### src/rtl/divider8_seq_pkg.sv
// Shared definitions for the sequential restoring divider.
package divider8_seq_pkg;

    typedef enum logic [1:0] {
        IDLE = 2'b00,
        CALC = 2'b01,
        DONE = 2'b10
    } state_e;

    localparam int unsigned WIDTH_DEF = 8;

    // Step counter must hold the value WIDTH itself.
    function automatic int unsigned cnt_width(input int unsigned w);
        return $clog2(w + 1);
    endfunction

    localparam int unsigned CNT_W_DEF = cnt_width(WIDTH_DEF);

endpackage

### src/rtl/divider8_seq_sub_stage.sv
// Ripple-carry borrow subtractor: D = X - Y computed as X + ~Y + 1.
module sub_stage
    import divider8_seq_pkg::*;
#(
    parameter int unsigned N = WIDTH_DEF + 1
) (
    input  logic [N-1:0] X,
    input  logic [N-1:0] Y,
    output logic [N-1:0] D,
    output logic         NoBorrow
);

    logic [N-1:0] y_inv;

    assign y_inv = ~Y;

    // Chain of 1-bit full-adder cells; carry-in of 1 completes the two's complement.
    always_comb begin
        logic c;
        c = 1'b1;
        D = '0;
        for (int i = 0; i < int'(N); i++) begin
            D[i] = X[i] ^ y_inv[i] ^ c;
            c    = (X[i] & y_inv[i]) | (c & (X[i] ^ y_inv[i]));
        end
        NoBorrow = c;
    end

endmodule

### src/rtl/divider8_seq.sv
// Sequential unsigned restoring divider, one quotient bit per clock.
module divider8_seq
    import divider8_seq_pkg::*;
#(
    parameter int unsigned WIDTH = WIDTH_DEF
) (
    input  logic             CLK,
    input  logic             RST,
    input  logic             Start,
    input  logic [WIDTH-1:0] A,
    input  logic [WIDTH-1:0] B,
    output logic             Busy,
    output logic             Done,
    output logic [WIDTH-1:0] Q,
    output logic [WIDTH-1:0] R,
    output logic             DivZero
);

    localparam int unsigned CNT_W = cnt_width(WIDTH);

    state_e           state_q, state_d;
    logic [WIDTH-1:0] a_q, a_d;       // dividend bits shift out, quotient bits shift in
    logic [WIDTH-1:0] b_q, b_d;
    logic [WIDTH-1:0] rem_q, rem_d;
    logic [WIDTH-1:0] q_q, q_d;
    logic [WIDTH-1:0] r_q, r_d;
    logic [CNT_W-1:0] cnt_q, cnt_d;
    logic             dz_q, dz_d;
    logic             busy_q, busy_d;
    logic             done_q, done_d;

    logic [WIDTH:0]   shifted_c;
    logic [WIDTH:0]   diff_c;
    logic             no_borrow_c;
    logic             diff_msb_unused;

    assign shifted_c = {rem_q, a_q[WIDTH-1]};

    sub_stage #(
        .N(WIDTH + 1)
    ) u_sub (
        .X       (shifted_c),
        .Y       ({1'b0, b_q}),
        .D       (diff_c),
        .NoBorrow(no_borrow_c)
    );

    // A kept difference is always below B, so its top bit is zero.
    assign diff_msb_unused = diff_c[WIDTH];

    // Next-state, datapath update and registered output flags.
    always_comb begin
        state_d = state_q;
        a_d     = a_q;
        b_d     = b_q;
        rem_d   = rem_q;
        q_d     = q_q;
        r_d     = r_q;
        cnt_d   = cnt_q;
        dz_d    = dz_q;
        busy_d  = 1'b0;
        done_d  = 1'b0;

        unique case (state_q)
            IDLE: begin
                if (Start) begin
                    if (B != '0) begin
                        a_d     = A;
                        b_d     = B;
                        rem_d   = '0;
                        cnt_d   = CNT_W'(WIDTH);
                        dz_d    = 1'b0;
                        state_d = CALC;
                    end else begin
                        q_d     = '1;
                        r_d     = A;
                        dz_d    = 1'b1;
                        state_d = DONE;
                    end
                end
            end
            CALC: begin
                if (no_borrow_c) begin
                    rem_d = diff_c[WIDTH-1:0];
                    a_d   = {a_q[WIDTH-2:0], 1'b1};
                end else begin
                    rem_d = shifted_c[WIDTH-1:0];
                    a_d   = {a_q[WIDTH-2:0], 1'b0};
                end
                cnt_d = cnt_q - CNT_W'(1);
                if (cnt_q == CNT_W'(1)) begin
                    q_d     = a_d;
                    r_d     = rem_d;
                    state_d = DONE;
                end
            end
            DONE: begin
                state_d = IDLE;
            end
            default: begin
                state_d = IDLE;
            end
        endcase

        busy_d = (state_d != IDLE);
        done_d = (state_d == DONE);
    end

    // State and datapath registers with synchronous reset.
    always_ff @(posedge CLK) begin
        if (RST) begin
            state_q <= IDLE;
            a_q     <= '0;
            b_q     <= '0;
            rem_q   <= '0;
            q_q     <= '0;
            r_q     <= '0;
            cnt_q   <= '0;
            dz_q    <= 1'b0;
            busy_q  <= 1'b0;
            done_q  <= 1'b0;
        end else begin
            state_q <= state_d;
            a_q     <= a_d;
            b_q     <= b_d;
            rem_q   <= rem_d;
            q_q     <= q_d;
            r_q     <= r_d;
            cnt_q   <= cnt_d;
            dz_q    <= dz_d;
            busy_q  <= busy_d;
            done_q  <= done_d;
        end
    end

    assign Busy    = busy_q;
    assign Done    = done_q;
    assign Q       = q_q;
    assign R       = r_q;
    assign DivZero = dz_q;

endmodule

### config.mk
export PLATFORM = sky130hd
export DESIGN_NAME = divider8_seq
export DESIGN_NICKNAME = d
export VERILOG_FILES = /design/src/rtl/divider8_seq_pkg.sv /design/src/rtl/divider8_seq_sub_stage.sv /design/src/rtl/divider8_seq.sv
export SDC_FILE = /design/constraint.sdc
export NUM_CORES = 1
export LEC_CHECK = 0
export CAP_MARGIN = 20
export CORE_UTILIZATION = 45
export DETAILED_ROUTE_END_ITERATION = 6
export DONT_BUFFER_PORTS = 1
export PLACE_DENSITY = 0.69
export SLEW_MARGIN = 30
export SYNTH_ARGS = -nofsm -noshare
export SYNTH_HDL_FRONTEND = slang
export SYNTH_SLANG_ARGS = --single-unit
### constraint.sdc
create_clock -name CLK -period 9.7 [get_ports CLK]
set_clock_uncertainty 0.05 [all_clocks]
set_input_delay 0.97 -clock CLK [delete_from_list [all_inputs] [get_ports CLK]]
set_output_delay 0.97 -clock CLK [all_outputs]
set_load 0.005 [all_outputs]
== Word-level counts from Yosys, hierarchy flattened ==
Cells that the tools add are included.
Word-level totals
  output and inout port bits: 19
  register bits: 49
  input port bits: 19
Operators by class
  reductions and logical operators: 8
  equality and inequality tests: 7
  muxes and demuxes: 24
  bitwise gates (word level): 44
  add/subtract/negate cells: 1
Operators by type and width (count)
  $mux W8: 11
  $pmux W8 S2: 4
  $and A1 B1 Y1: 17
  $xor A1 B1 Y1: 16
  $not A8 Y9: 1
  $or A1 B1 Y1: 9
  $mux W4: 2
  $ne A2 B2 Y1 const B: 4
  $pmux W4 S2: 1
  $reduce_bool A8 Y1: 1
  $mux W2: 3
  $reduce_and A3 Y1: 2
  $eq A4 B1 Y1 const B: 1
  $pmux W2 S2: 1
  $reduce_and A4 Y1: 1
  $reduce_bool A2 Y1: 2
  $sub A4 B1 Y4 const B: 1
  $eq A2 B1 Y1 const B: 1
  $eq A2 B2 Y1 const B: 1
  $logic_not A2 Y1: 1
  $mux W1: 2
  $reduce_and A2 Y1: 1
  $not A1 Y1: 1

== Logic depth before layout (Yosys ltp) ==
Gate-level depths: netlist of the first run.
  word-level depth: 22
  mapped depth: 15

== Hierarchy ==
From an unflattened synthesis of the first run, not the netlist that was laid out.
Second synthesis, totals
  cell total of the unflattened synthesis: 278
  area, all modules: 2352.3 um^2
Modules (own cells, without submodules)
  divider8_seq: cells an instance 250, area an instance 2108.3 um^2, times used 1
  sub_stage: cells an instance 28, area an instance 244.0 um^2, times used 1

== Least setup slack after synthesis of the first run ==
OpenSTA, ideal clock, no wires.
  kind: flip-flop to flip-flop
  start point: reg a_q[7]
  end point: reg r_q[4] (netlist: R[4])
  data arrival time: 4032 ps
  period minus slack after synthesis: 4212 ps
  cell stages (with the launch flop): 16
  setup slack: 5488 ps
  library setup time: 130 ps
  cell sequence: dfxtp_1 inv_1 ha_1 fa_1 fa_1 fa_1 fa_1 fa_1 fa_1 fa_1 nand2b_1 clkbuf_1 clkbuf_1 nand2_1 o211ai_1 a31oi_1
Between the ends
  word-level cells in the longest chain between the ends: 21
  elaborated cells between the ends (all ways): 23
RTL lines
  start, declared: line divider8_seq.sv:22  | logic [WIDTH-1:0] a_q, a_d;
  start signal, assigned: line divider8_seq.sv:113  | a_q <= '0;
  start signal, assigned: line divider8_seq.sv:124  | a_q <= a_d;
  $and A1 B1 Y1 / $xor A1 B1 Y1 (equally long branches): line divider8_seq_sub_stage.sv:24  | c = (X[i] & y_inv[i]) | (c & (X[i] ^ y_inv[i]));
  $or A1 B1 Y1 (*): line divider8_seq_sub_stage.sv:24
  $and A1 B1 Y1 (*): line divider8_seq_sub_stage.sv:24
  $or A1 B1 Y1 (*): line divider8_seq_sub_stage.sv:24
  $and A1 B1 Y1 (*): line divider8_seq_sub_stage.sv:24
  $or A1 B1 Y1 (*): line divider8_seq_sub_stage.sv:24
  $and A1 B1 Y1 (*): line divider8_seq_sub_stage.sv:24
  $or A1 B1 Y1 (*): line divider8_seq_sub_stage.sv:24
  [... 5 more ...]
  $or A1 B1 Y1: line divider8_seq_sub_stage.sv:24
  $and A1 B1 Y1: line divider8_seq_sub_stage.sv:24
  $or A1 B1 Y1: line divider8_seq_sub_stage.sv:24
  $and A1 B1 Y1: line divider8_seq_sub_stage.sv:24
  $or A1 B1 Y1: line divider8_seq_sub_stage.sv:24
  $mux W8 (*): line divider8_seq.sv:83  | if (no_borrow_c) begin
  $mux W8 (*): line divider8_seq.sv:91  | if (cnt_q == CNT_W'(1)) begin
  $pmux W8 S2 (*): line divider8_seq.sv:64  | unique case (state_q)
  end signal, assigned: line divider8_seq.sv:128  | r_q <= r_d;
  end, declared: line divider8_seq.sv:26  | logic [WIDTH-1:0] r_q, r_d;
Mark *: on every way between the ends. The rest lies on a longest branch, timed or not. The select of a mux whose other input is x is not followed.
A chain may end at the register's enable or synchronous reset.

== Worst setup path in the final report of the first run ==
  start point: reg a_q[7]
  end point: reg r_q[0] (netlist: R[0])
Between the ends
  word-level cells in the longest chain between the ends: 21
  elaborated cells between the ends (all ways): 23
RTL lines (line)
  $and A1 B1 Y1 / $xor A1 B1 Y1 (equally long branches): divider8_seq_sub_stage.sv:24, divider8_seq_sub_stage.sv:23
  $or A1 B1 Y1: divider8_seq_sub_stage.sv:24
  $and A1 B1 Y1: divider8_seq_sub_stage.sv:24
  $or A1 B1 Y1: divider8_seq_sub_stage.sv:24
  $and A1 B1 Y1: divider8_seq_sub_stage.sv:24
  $or A1 B1 Y1: divider8_seq_sub_stage.sv:24
  $and A1 B1 Y1: divider8_seq_sub_stage.sv:24
  $or A1 B1 Y1: divider8_seq_sub_stage.sv:24
  [... 5 more ...]
  $or A1 B1 Y1: divider8_seq_sub_stage.sv:24
  $and A1 B1 Y1: divider8_seq_sub_stage.sv:24
  $or A1 B1 Y1: divider8_seq_sub_stage.sv:24
  $and A1 B1 Y1: divider8_seq_sub_stage.sv:24
  $or A1 B1 Y1: divider8_seq_sub_stage.sv:24
  $mux W8 (*): divider8_seq.sv:83
  $mux W8 (*): divider8_seq.sv:91
  $pmux W8 S2 (*): divider8_seq.sv:64
Marks and branches as above.

==> metrics.txt, run 1 <==
status complete, no violations; Post-Route WL 5043 um; final antenna diode count 0; worst-margin pin slew 0.9582 ns; share of the synthesized area in the top cell type 42.33%; Tcrit/Tclk final ~45%; WP data required 9.83 ns; nets 269; Post-DP Area around 0.0023 mm2; dominant synthesized flop cell dfxtp_1; clock tree buffer depth 2; fin worst setup slack about 5.4 ns; Layout area overhead 3.186%; Post-synth EDFFs 0; DRC Markers 0; sequential area share after synthesis 42.33%; FILL cells approximately 480; # placed instances 300; maximum vdd drop 104.9 uV; reg-to-reg slack, setup 5.38 ns; top cells by area, synth dfxtp_1 42%, a21oi_1 6.3%, fa_1 6.0%, o21ai_0 3.7%, nand3_1 3.5%; CTS tree yes; Worst-Skew Late Latency 0.31 ns; WS Path Type flop to flop; Tot GR Track Use 20.01%; gpl congestion 0.7705; layout cells sized above 1 11.62%; CTS Buf Count 5; largest net degree at the start of global routing 36; Synthesized Nets 282; Synth area leader dfxtp_1; Hold Path Depth 2; initial antenna violation count 0; Lkg Pwr about 0.90 nW; Root Driver clkbuf_8; Startpoint Class flop; total die area 0.005441 mm2; max incr delay on CP 0.42 ns; Worst slew margin 36.12%; remaining antenna violation count 0; ys async rst share 0%; post-place setup slack 5.413 ns; via count 1795; Arr. time, crit path 4.45 ns; Die Wd 73.76 um; met2 usage 31.70%; Power per Cell Area 178.7 mW/mm2; Slew Limit Fails 0; Initial Util 47.79%; Worst Path Max Fanout 17; CTS resizes 0; top cells by count, synth 49 x dfxtp_1, 29 x a21oi_1, 19 x nand2_1; synth warn 0; synthesized area approximately 0.0023 mm2; Mapped Cells between 200 and 300; r2r endpoint R[0]; hold_buf cts 0; first-pass GRT wire length approximately 8200 um; iteration count of the initial detailed-routing pass 4; DR WL/cell between 15 and 20 um; CTS HTree Levels 2; final setup vio count 0; FF+latch count, synth a little under 50; final hold vios 0; Synth cell types 34; Layout Cells excl Fill 308; most numerous cell in the Yosys netlist dfxtp_1; Hold Path Class flop to flop; clk slew on worst S/H paths 0.09 ns; most used cell, CP fa_1; crit end category flop; FF-to-FF Start a_q[7]; num ports 38; final instance area 0.002391 mm2; vias in the first global route 1706; met3 usage 4.664%; max cap viols 0; fin crit period ~4.3 ns; I/O Buffers 0; die height ~74 um; # rows 25; RSZ-0062 raised after global routing false; hold endpoint rem_q[7]; Bufs and invs on worst path 1; critical path's top delay family adder cells; CTS Sinks around 50; grt total ovfl 0; worst-path cell chain inv_1, ha_1, fa_1, fa_1, fa_1, fa_1, fa_1, fa_1, fa_1, nand2b_1, nand2_1, o211ai_1, a31oi_1; CP max stage cell nand2b_1; Synth Area per Inst around 9.2 um2; r2r worst-path depth 13; Final Util 49.32%; gr busiest metal met2; achievable frequency 231.4 MHz; vias per cell a little under 6; hold path start rem_q[7]; DPL Wire Length 3384 um; Fin Setup TNS 0 ns; core area 0.004848 mm2; Initial DRC Count 108; Post CTS Setup Buffer Count 0; M1 GR Usage 26.37%
logic make-up after synthesis:
kind of cell | Yosys count | share of synthesized area (%)
compound gates | 90 | 26.35
xor+xnor | 1 | 0.3780
fa+ha+maj | 10 | 7.667
buf+inv | 33 | 6.696
flops | 49 | 42.33
simple gates | 70 | 16.58
final cells by class:
class	count	area [um2]	area share (%)
Sequential cell	49	980.9	41.03
Inverter	11	41.29	1.727
Multi-Input combinational cell	171	1184	49.50
Clock inverter	3	17.52	0.7326
Timing Repair Buffer	2	15.01	0.6279
Tap cell	67	83.83	3.506
Clock buffer	5	68.82	2.878
stage by stage:
step	total power [mW]	hold WS (ns)
after global placement	0.3095	0.4031
final	0.4273	0.4248
after floorplan	0.2982	0.3928
after global routing	0.4511	0.4494
after CTS	0.4292	0.4240
after detailed placement	0.3118	0.4113
power by group:
part,switching (mW),total (mW),internal [mW],leakage [nW]
logic,0.0488,0.0802,0.0315,0.454
clock network,0.0704,0.120,0.0499,0.0439
registers,0.0120,0.227,0.215,0.400
sequential cells by signal, indices dropped and copies added, names as in the netlist:
signal / count
Busy: 1
Q: 8
state_q: 2
R: 8
a_q: 8
rem_q: 8
cnt_q: 4
Done: 1
DivZero: 1
b_q: 8
worst register-to-register path, stage by stage, from the launching register on:
cell and delay [ns]:
dfxtp_1 0.36, inv_1 0.05, ha_1 0.20, fa_1 0.38, fa_1 0.40, fa_1 0.41
fa_1 0.40, fa_1 0.39, fa_1 0.38, fa_1 0.37, nand2b_1 0.42, nand2_1 0.11
o211ai_1 0.16, a31oi_1 0.12
how the worst max path moves through the flow:
stage,startpoint,end,cells after the start
floorplan,a_q[7],R[4],15
global placement,a_q[7],R[1],13
detailed placement,a_q[7],R[1],13
CTS,a_q[7],R[1],13
global route,a_q[7],R[5],13
finish,a_q[7],R[0],13
cells in the final DEF, fill, tap and decap left out, types with 2 or more instances in the layout:
| cell | n |
|---|---|
| dfxtp_1 | 49 |
| nand2_1 | 19 |
| o21ai_0 | 17 |
| nand3_1 | 16 |
| o211ai_1 | 8 |
| nor2_1 | 9 |
| nand2b_1 | 12 |
| nor3b_1 | 2 |
| fa_1 | 7 |
| a31oi_1 | 9 |
| inv_1 | 11 |
| clkinv_2 | 2 |
| a22oi_1 | 7 |
| nor4_4 | 2 |
| nor3_1 | 4 |
| o221a_2 | 7 |
| buf_4 | 2 |
| clkbuf_8 | 5 |
| ha_1 | 3 |
| a21oi_1 | 29 |
| a21o_1 | 8 |
layer usage:
metal	share of wire (%)	vias up	wire, um
met1	46	878	2321
met2	47	38	2393
met4	1.5	0	74
met5	0	-	0
met3	5.0	7	253
li1	-	872	-
Note: power is estimated with default switching activity, not from simulation.
==> inputs of run 2 (changes only) <==
==> constraint.sdc (replaced) <==
create_clock -name CLK -period 4.3 [get_ports CLK]
set_clock_uncertainty 0.05 [all_clocks]
set_input_delay 0.43 -clock CLK [delete_from_list [all_inputs] [get_ports CLK]]
set_output_delay 0.43 -clock CLK [all_outputs]
set_load 0.005 [all_outputs]
==> metrics.txt, run 2 (same netlist as run 1, synthesis figures left out) <==
RSZ-0062 raised after global routing false; core area 0.004848 mm2; Fin Setup TNS 0 ns; iteration count of the initial detailed-routing pass 4; layout cells sized above 1 11.98%; Die Wd 73.76 um; CTS resizes 0; status complete, no violations; DR WL/cell 16.62 um; Layout Cells excl Fill ~310; Root Driver clkbuf_8; # placed instances 301; FILL cells 473; die height 73.76 um; WS Path Type flop to flop; Post CTS Setup Buffer Count 0; maximum vdd drop 159.3 uV; via count 1810; most used cell, CP fa_1; commonest cells after routing, fill and taps aside 49 x dfxtp_1, 29 x a21oi_1, 19 x nand2_1; Tcrit/Tclk final 95.12%; Worst Path Max Fanout 17; Initial DRC Count 155; final setup vio count 0; hold_buf cts 0; worst-margin pin slew 0.9850 ns; DPL Wire Length 3410 um; Post-Route WL between 5000 and 6000 um; CP max stage cell fa_1; grt total ovfl 0; max incr delay on CP 0.41 ns; Startpoint Class flop; clock tree buffer depth 2; Arr. time, crit path 4.23 ns; Register Area 980.9 um2; Slew Limit Fails 0; Worst slew margin between 30 and 40%; Lkg Pwr 0.9040 nW; final antenna diode count 0; most common cell after layout, fill and taps aside dfxtp_1; area of the multi-input gates between 0.001 and 0.0015 mm2; # rows 25; I/O Buffers 0; remaining antenna violation count 0; achievable frequency 244.5 MHz; vias per cell 5.858; worst-path cell chain inv_1, ha_1, fa_1, fa_1, fa_1, fa_1, fa_1, fa_1, fa_1, nand2b_1, buf_6, nand2_1, o211ai_1, a31oi_1; CTS Buf Count 5; total die area 0.005441 mm2; CTS tree yes; vias in the first global route 1669; CTS Sinks 49; Tot GR Track Use 20.31%; num ports 38; crit end category flop; nets between 200 and 300; clk slew on worst S/H paths 0.09 ns; DRC Markers 0; first-pass GRT wire length roughly 8300 um; max cap viols 0; gpl congestion 0.7610; Layout area overhead 3.672%; initial antenna violation count 0; final hold vios 0; Bufs and invs on worst path 2; Worst-Skew Late Latency 0.31 ns; CTS HTree Levels 2; fin crit period 4.090 ns; Initial Util a little under half; WP data required 4.44 ns; Power per Cell Area around 410 mW/mm2; largest net degree at the start of global routing 36; Hold Path Class primary input to flop; critical path's top delay family adder cells
[run 2: cell type report]
type / instances / share of cell area, %
multi-input combinational: 171 / 49.27
sequential: 49 / 40.83
tap: 67 / 3.490
clock buffer: 5 / 2.865
inverter: 11 / 1.719
timing repair buffer: 3 / 1.094
clock inverter: 3 / 0.7292
[run 2: worst reg2reg max path, cell delays in order (launching register included)]
cell	delay [ns]
dfxtp_1	0.36
inv_1	0.05
ha_1	0.20
fa_1	0.38
fa_1	0.40
fa_1	0.41
fa_1	0.40
fa_1	0.39
fa_1	0.39
fa_1	0.36
nand2b_1	0.09
buf_6	0.16
nand2_1	0.06
o211ai_1	0.14
a31oi_1	0.12
[run 2: metal layers]
layer | part of all wire, % | GRT usage (%) | vias up
met2 | 47 | 30.48 | 46
met4 | 1.4 | 7.692 | 0
met3 | 6.6 | 6.584 | 7
li1 | - | - | 871
met5 | 0 | 0 | -
met1 | 45 | 27.12 | 886
[run 2: final timing paths]
path	startpoint	to	slack (ns)	depth (start not counted)
setup reg to reg	a_q[7]	R[7]	0.21	14
hold reg to reg	rem_q[7]	rem_q[7]	0.41	2
hold / removal	RST	DivZero	0.13	1
setup / recovery	a_q[7]	R[7]	0.21	14
[run 2: report_power, final]
| group | leakage (nW) | internal, mW | total (mW) | switching (mW) |
|---|---|---|---|---|
| clock | 0.0439 | 0.113 | 0.274 | 0.161 |
| sequential | 0.400 | 0.484 | 0.511 | 0.0269 |
| combinational | 0.460 | 0.0784 | 0.190 | 0.111 |
[run 2: stage by stage]
step	cell area (um2)	setup slack [ns]	hold WS [ns]	util [%]	power, mW
2_1_floorplan	2317	0.08803	0.3928	-	0.6728
3_3_place_gp	2312	0.2745	0.3965	47.69	0.7036
3_5_place_dp	2312	0.2055	0.4011	47.69	0.7084
4_1_cts	2399	0.1961	0.1152	49.47	0.9766
5_1_grt	2402	0.005784	0.1009	49.55	1.030
6_report	2402	0.2097	0.1261	49.55	0.9747
==> inputs of run 3 (changes only) <==
==> constraint.sdc (replaced) <==
create_clock -name CLK -period 3.95 [get_ports CLK]
set_clock_uncertainty 0.05 [all_clocks]
set_input_delay 0.395 -clock CLK [delete_from_list [all_inputs] [get_ports CLK]]
set_output_delay 0.395 -clock CLK [all_outputs]
set_load 0.005 [all_outputs]
==> metrics.txt, run 3 (same netlist as run 1, synthesis figures left out) <==
Bufs and invs on worst path 2; P_sw around 330 uW; CTS Sinks about 50; initial antenna violation count 0; CTS Buf Count 5; iteration count of the initial detailed-routing pass 4; remaining antenna violation count 0; reg-to-reg slack, setup 0.18 ns; fin worst setup slack between 0.15 and 0.2 ns; clk slew on worst S/H paths 0.10 ns; DR WL/cell roughly 17 um; Worst Path Max Fanout 9; most used cell, CP fa_2; most common cell after layout, fill and taps aside dfxtp_1; vias per cell 5.878; Tcrit/Tclk final 95.47%; Tot GR Track Use around a fifth; largest net degree at the start of global routing 36; nets around 270; Lkg Pwr 0.9235 nW; DPL Wire Length 3482 um; commonest cells after routing, fill and taps aside 48 x dfxtp_1, 29 x a21oi_1, 19 x nand2_1; final hold vios 0; # rows 25; RSZ-0062 raised after global routing false; via count 1828; CTS HTree Levels 2; DRC Markers 0; Power per Cell Area 469.0 mW/mm2; achievable frequency between 200 and 300 MHz; max incr delay on CP 0.36 ns; maximum vdd drop between 150 and 200 uV; core area 0.004848 mm2; Worst slew margin 35.52%; fin crit period about 3.8 ns; Post CTS Setup Buffer Count 0; Arr. time, crit path 3.97 ns; critical path's top delay family adder cells; Logic pwr share 19.2%; WP data required 4.15 ns; final setup vio count 0; WS Path Type flop to flop; worst-margin pin slew 0.9672 ns; CTS tree yes; crit end category flop; Pint between 800 and 900 uW; Post-Route WL 5221 um; total die area 0.005441 mm2; post-place setup slack -0.05809 ns; status complete, no violations; first-pass GRT wire length 8480 um; I/O Buffers 0; num ports 38; Startpoint Class flop; final antenna diode count 0; Layout area overhead 6.749%; Die Wd 73.76 um; clock tree buffer depth 2; Worst-Skew Late Latency 0.31 ns; Hold Path Class primary input to flop; gpl congestion 0.7706; grt total ovfl 0; layout cells sized above 1 15.98%; Pwr Total 1.160 mW; max cap viols 0; power share of the clock group 32.8%; Sw Ratio between 20% and 30%; CP max stage cell fa_2; Initial DRC Count 82; vias in the first global route 1671; Reg power frac 48.0%; Root Driver clkbuf_8; worst-path cell chain inv_1, ha_1, fa_2, fa_2, fa_2, fa_2, fa_2, fa_2, fa_2, nand2b_1, buf_6, nor2_1, a21oi_1, o21a_1; die height 73.76 um; Slew Limit Fails 0; Initial Util 47.79%
-- run 3: cell count changes in the layout (fill, tap and decap cells not counted), sizes merged --
cell,delta
bufinv,+1
clkbuf,+1
buf,+2
clkinv,-2
-- run 3: repair_timing --
action	4_1_cts	5_1_grt
hold buffers	0	0
setup endpoints to repair	18	18
pin swaps	1	1
gates resized for setup	2	7
-- run 3: layer usage --
layer  routed length [um]  track usage (%)  vias to the layer above
met1                 2337            27.20                      906
met3                  292            5.350                        5
met2                 2524            32.82                       40
li1                     -                -                      877
met5                    0                0                        -
met4                   66            7.692                        0
-- run 3: final cells by class --
cell class / instances / area (um2)
Clock inverter: 2 / 37.54
Sequential cell: 49 / 982.2
Tap cell: 67 / 83.83
Timing Repair Buffer: 5 / 45.04
Clock buffer: 6 / 82.58
Inverter: 11 / 41.29
Multi-Input combinational cell: 171 / 1201
Fill cell: 463 / 2375
-- run 3: final timing paths --
check             startpoint  endpoint  depth (start not counted)
setup / recovery      a_q[7]      Q[0]                         14
hold / removal           RST   DivZero                          1
setup reg to reg      a_q[7]      Q[0]                         14
hold reg to reg     rem_q[7]  rem_q[7]                          2
-- run 3: worst register-to-register path, stage by stage, from the launching register on --
cell,delay [ns]
dfxtp_2,0.33
inv_1,0.04
ha_1,0.21
fa_2,0.35
fa_2,0.35
fa_2,0.36
fa_2,0.35
fa_2,0.35
fa_2,0.35
fa_2,0.33
nand2b_1,0.13
buf_6,0.14
nor2_1,0.06
a21oi_1,0.20
o21a_1,0.14
-- run 3: per-stage QoR --
step,util [%],hold slack [ns],TNS (ns),cells,cell area [um2]
after floorplan,-,0.3928,0,253,2333
after global placement,48.05,0.4059,0,303,2330
after detailed placement,48.05,0.4151,-0.4157,303,2330
after CTS,50.63,0.08540,0,311,2455
after global routing,51.02,0.08223,0,311,2474
final,51.02,0.09226,0,311,2474
-- run 3: power by group through the flow --
stage               sequential (mW)  clock (mW)  combinational (mW)
CTS                           0.556       0.383               0.213
floorplan                     0.558           0               0.187
global route                  0.561       0.403               0.255
detailed placement            0.567           0               0.211
global placement              0.567           0               0.206
finish                        0.557       0.380               0.223
==> RTL change 1 (config.mk and constraints of run 3) <==
Change the package constant `WIDTH_DEF` from 8 to 7.
--- a/src/rtl/divider8_seq_pkg.sv
+++ b/src/rtl/divider8_seq_pkg.sv
@@ -9,3 +9,3 @@
 
-    localparam int unsigned WIDTH_DEF = 8;
+    localparam int unsigned WIDTH_DEF = 7;
 
Ports: changed (resized A, B, Q and R); port bits go from 38 to 34. No check against the original RTL was run, so the function may have changed too.
==> RTL change 1 against run 3 <==
Final area is 16% lower. Synthesized area is 13% lower. Wire length is 20% lower. Largest power group unchanged. Global-route usage is 0.78 points lower. Worst setup slack better by 0.17 ns. Sequential share of layout area is 1.5 points higher. Cell count is 14% lower. Sequential cell count is 6 lower. Die area is 13% lower. Total power is 19% lower.
==> RTL change 1: results (changes against run 3) <==
* All-Layer GR Usage at 0.200 (-0.00776)
* Reg2reg start: a_q[6]$_SDFFE_PP0P_
* Vias per cell at 5.49 (-6.7%)
* Fin cells at 267 (-14%)
* Net Sw Frac at 0.290 (+0.00660)
* Final net count at 242 (-11%)
* Largest net degree at the start of global routing at 41 (+14%)
* VDD IR max at 0.256 mV (+67%)
* HPWL after DPL at 2940 um (-16%)
* First-pass GRT wire length at 6640 um (-22%)
* Max incr delay on CP at 0.39 ns (+0.03 ns)
* Seq/Total Area, Yosys at 0.428 (+0.00507)
* DR iter-0 viols at 114 (+39%)
* Outcome: complete, no violations
* Crit path DAT at 3.77 ns (-0.20 ns)
* Synth unique cells at 37 (+8.8%)
* Die Wd at 68.8 um (-6.7%)
* Synth area leaders: dfxtp_1, nor2_1, mux2i_1, fa_1, nand2_1
* Setup crit end: R[2]$_SDFFE_PP0P_
* CP Max Fanout at 8 (-1)
* Final Wtd Congestion at 0.823 (+6.9%)
* Placed insts at 259 (-15%)
* Leak at 0.000792 uW (-14%)
* Rel. slew slack at 0.463 (+0.108)
* Clock slew at reported path FFs at 0.08 ns (-0.02 ns)
* Root Driver: clkbuf_8
* Vias in the first global route at 1,344 (-20%)
* Syn Area/Cell at 9.05 um^2 (-1.2%)
* Placed Area at 0.00200 mm^2 (-14%)
* Pre-CTS WS at 0.198 ns (+0.256 ns)
* Clock Path Buffers at 2 (unchanged)
* Post-route cell area at 0.00209 mm^2 (-16%)
* Slowest cell on the critical path: fa_1
* Power, Total at 938 uW (-19%)
* Clock network power at 274 uW (-28%)
* Post-synth top cells: dfxtp_1, nor2_1, nand2_1, mux2i_1, inv_1
* Layout cells sized above 1 at 0.0737 (-0.0861)
* Post-cts resize count at 0 (-2)
* Net count after synthesis at 248 (-12%)
* Final WS setup at 0.347 ns (+0.168 ns)
* Worst Hold Endpoint: a_q[0]$_SDFFE_PP0P_
* Comb group at 177 uW (-21%)
* WL final at 4200 um (-20%)
* Min Hold Slack at 0.103 ns (+0.0110 ns)
* Filler Cell Count at 427 (-7.8%)
[RTL change 1: layout make-up]
type                            instances  share of cell area
Inverter                               13              0.0234
Multi-Input combinational cell        152               0.490
Timing Repair Buffer                    1             0.00360
Clock buffer                            6              0.0348
Sequential cell                        43               0.412
Tap cell                               50              0.0300
Clock inverter                          2             0.00600
[RTL change 1: metal layers]
metal,track usage,vias to the layer above,routed length (um)
li1,-,750,-
met2,0.305,39,1930
met4,0.0765,0,43
met3,0.0691,4,290
met5,0,-,0
met1,0.258,672,1930
[RTL change 1: logic make-up (layout without fill, tap and decap cells)]
| group | after synthesis | in the layout | share of synthesized area |
|---|---|---|---|
| AOI/OAI and AO/OA | 41 | 41 | 0.158 |
| xor gates and xnor gates | 1 | 1 | 0.00436 |
| adders and majority gates | 9 | 9 | 0.0785 |
| buffers and inverters | 27 | 22 | 0.0654 |
| DFF | 43 | 43 | 0.428 |
| muxes | 14 | 14 | 0.0697 |
| and+or+nand+nor | 87 | 87 | 0.196 |
==> RTL change 2 (settings of run 3) <==
Made on the original files. Add an input register stage for `Start`, `A` and `B`, without a reset; this delays them by one clock.
--- a/src/rtl/divider8_seq.sv
+++ b/src/rtl/divider8_seq.sv
@@ -19,2 +19,12 @@
     localparam int unsigned CNT_W = cnt_width(WIDTH);
+
+    logic Start_q;
+    logic [WIDTH-1:0] A_q;
+    logic [WIDTH-1:0] B_q;
+
+    always_ff @(posedge CLK) begin
+        Start_q <= Start;
+        A_q     <= A;
+        B_q     <= B;
+    end
 
@@ -65,6 +75,6 @@
             IDLE: begin
-                if (Start) begin
-                    if (B != '0) begin
-                        a_d     = A;
-                        b_d     = B;
+                if (Start_q) begin
+                    if (B_q != '0) begin
+                        a_d     = A_q;
+                        b_d     = B_q;
                         rem_d   = '0;
@@ -75,3 +85,3 @@
                         q_d     = '1;
-                        r_d     = A;
+                        r_d     = A_q;
                         dz_d    = 1'b1;
Behaviour: not the same (a bounded check fails within 4 cycles, from zero or initial values and one cycle with RST high).
==> RTL change 2 against run 3 <==
Final area rose by 29%. Worst setup slack got worse by 0.11 ns. Synthesized area rose by 10%. Sequential power rose by 34%. Critical endpoint is now R[5]$_SDFFE_PP0P_. Wire length rose by 0.36%. Worst hold slack got worse by 0.064 ns. Utilization rose by 6.7 points. Clock power rose by 79%. Total power rose by 50%. Sequential cell count rose by 17.
==> RTL change 2: results (changes against run 3) <==
* Fin cells at 335 (+7.7%)
* Vias in the first global route at 1,744 (+4.4%)
* Syn Inst Count at 234 (-7.5%)
* Pre-CTS WS at -0.253 ns (-0.195 ns)
* Synth unique cells at 38 (+12%)
* Root Driver: clkbuf_8
* VDD IR max at 0.333 mV (+120%)
* Worst Hold Endpoint: B_q[5]$_DFF_P_
* Clock Path Buffers at 2 (unchanged)
* Fmax at 258 MHz (-2.7%)
* Worst Hold Path Cells at 0 (-1)
* Synth area leaders: dfxtp_1, mux2i_1, fa_1, nor2_1, o221a_1
* # diodes at 0 (unchanged)
* Worst reg2reg setup slack at 0.07 ns (-0.11 ns)
* All-Layer GR Usage at 0.186 (-0.0218)
* Largest net degree at the start of global routing at 28 (-22%)
* Clock slew at reported path FFs at 0.07 ns (-0.03 ns)
* DR iter-0 viols at 106 (+29%)
* HP Class: in -> reg
* Post-synth top cells: dfxtp_1, nor2_1, nand2_1, mux2i_1, inv_1
* Placed Area at 0.00265 mm^2 (+14%)
* Worst reg2reg endpoint: R[5]$_SDFFE_PP0P_
* Worst-Skew Late Latency at 0.34 ns (+0.03 ns)
* Crit path DAT at 4.10 ns (+0.13 ns)
* Outcome: complete, no violations
* Net count after synthesis at 263 (-6.7%)
* Final Wtd Congestion at 0.779 (+1.0%)
* Wirelength per Cell at 15.6 um (-6.8%)
* Hold_sp: B[5]
* CP Max Fanout at 5 (-4)
* Initial Utilization at 0.465 (-0.0133)
* H-tree depth reported by CTS at 3 (+1)
* I/O Buffers at 0 (unchanged)
* Final net count at 287 (+5.5%)
* Net Sw Frac at 0.250 (-0.0342)
* Layout cells sized above 1 at 0.232 (+0.0721)
* HPWL after DPL at 3380 um (-3.0%)
* Seq/Total Area, Yosys at 0.516 (+0.0931)
* Worst slew pin tran at 0.942 ns (-0.0248 ns)
* Initial DRT Pass Iterations at 4 (unchanged)
* CTS Buf Count at 9 (+4)
* Placed insts at 300 (-0.99%)
* Ys Warns at 0 (unchanged)
* Min Hold Slack at 0.0284 ns (-0.0639 ns)
* Leak at 0.00125 uW (+35%)
* Reg2reg start: a_q[7]$_SDFFE_PP0P_
* Detailed-route via count at 1,801 (-1.5%)
* First-pass GRT wire length at 8410 um (-0.81%)
## RTL change 2: changes by cell type after synthesis, moves of 9 or more
cell	change
clkbuf_1	-10
nand3_1	-15
dfxtp_1	+17
o21ai_0	-15
a21oi_1	-26
mux2i_1	+17
nor2_1	+18
nand2b_1	-9
## RTL change 2: timing repair
item	in CTS	in global routing
setup buffers	3	2
pin swaps	2	3
endpoints found under the hold margin	2	12
gates resized for setup	12	15
hold buffers	2	12
setup endpoints to repair	17	13
gates cloned	1	0
## RTL change 2: kinds of logic after synthesis
group                    synth area share
AO/OA/AOI/OAI                       0.161
XOR/XNOR                          0.00342
adder cells (fa/ha/maj)            0.0694
buffers and inverters              0.0420
flip-flops                          0.516
multiplexers                       0.0753
AND/OR/NAND/NOR                     0.132
## RTL change 2: metal layers
| layer | up-vias | part of all wire | wire [um] | global-route usage |
|---|---|---|---|---|
| li1 | 883 | - | - | - |
| met1 | 870 | 0.46 | 2400 | 0.218 |
| met2 | 41 | 0.49 | 2550 | 0.296 |
| met3 | 7 | 0.043 | 225 | 0.0812 |
| met4 | 0 | 0.012 | 65 | 0.0755 |
| met5 | - | 0 | 0 | 0 |
## RTL change 2: area by class of cell
| cell class | instances | area, um^2 |
|---|---|---|
| Multi-Input combinational cell | 144 | 1220 |
| Inverter | 11 | 43.8 |
| Clock buffer | 10 | 128 |
| Clock inverter | 6 | 115 |
| Sequential cell | 66 | 1320 |
| Fill cell | 461 | 2330 |
| Tap cell | 72 | 90.1 |
| Timing Repair Buffer | 26 | 258 |
## RTL change 2: power by group through the flow
stage	sequential (uW)	clock (uW)	combinational, uW
final	744	680	322
after global routing	749	731	350
after CTS	743	696	274
after detailed placement	757	0	215
after global placement	757	0	212
after floorplan	748	0	166
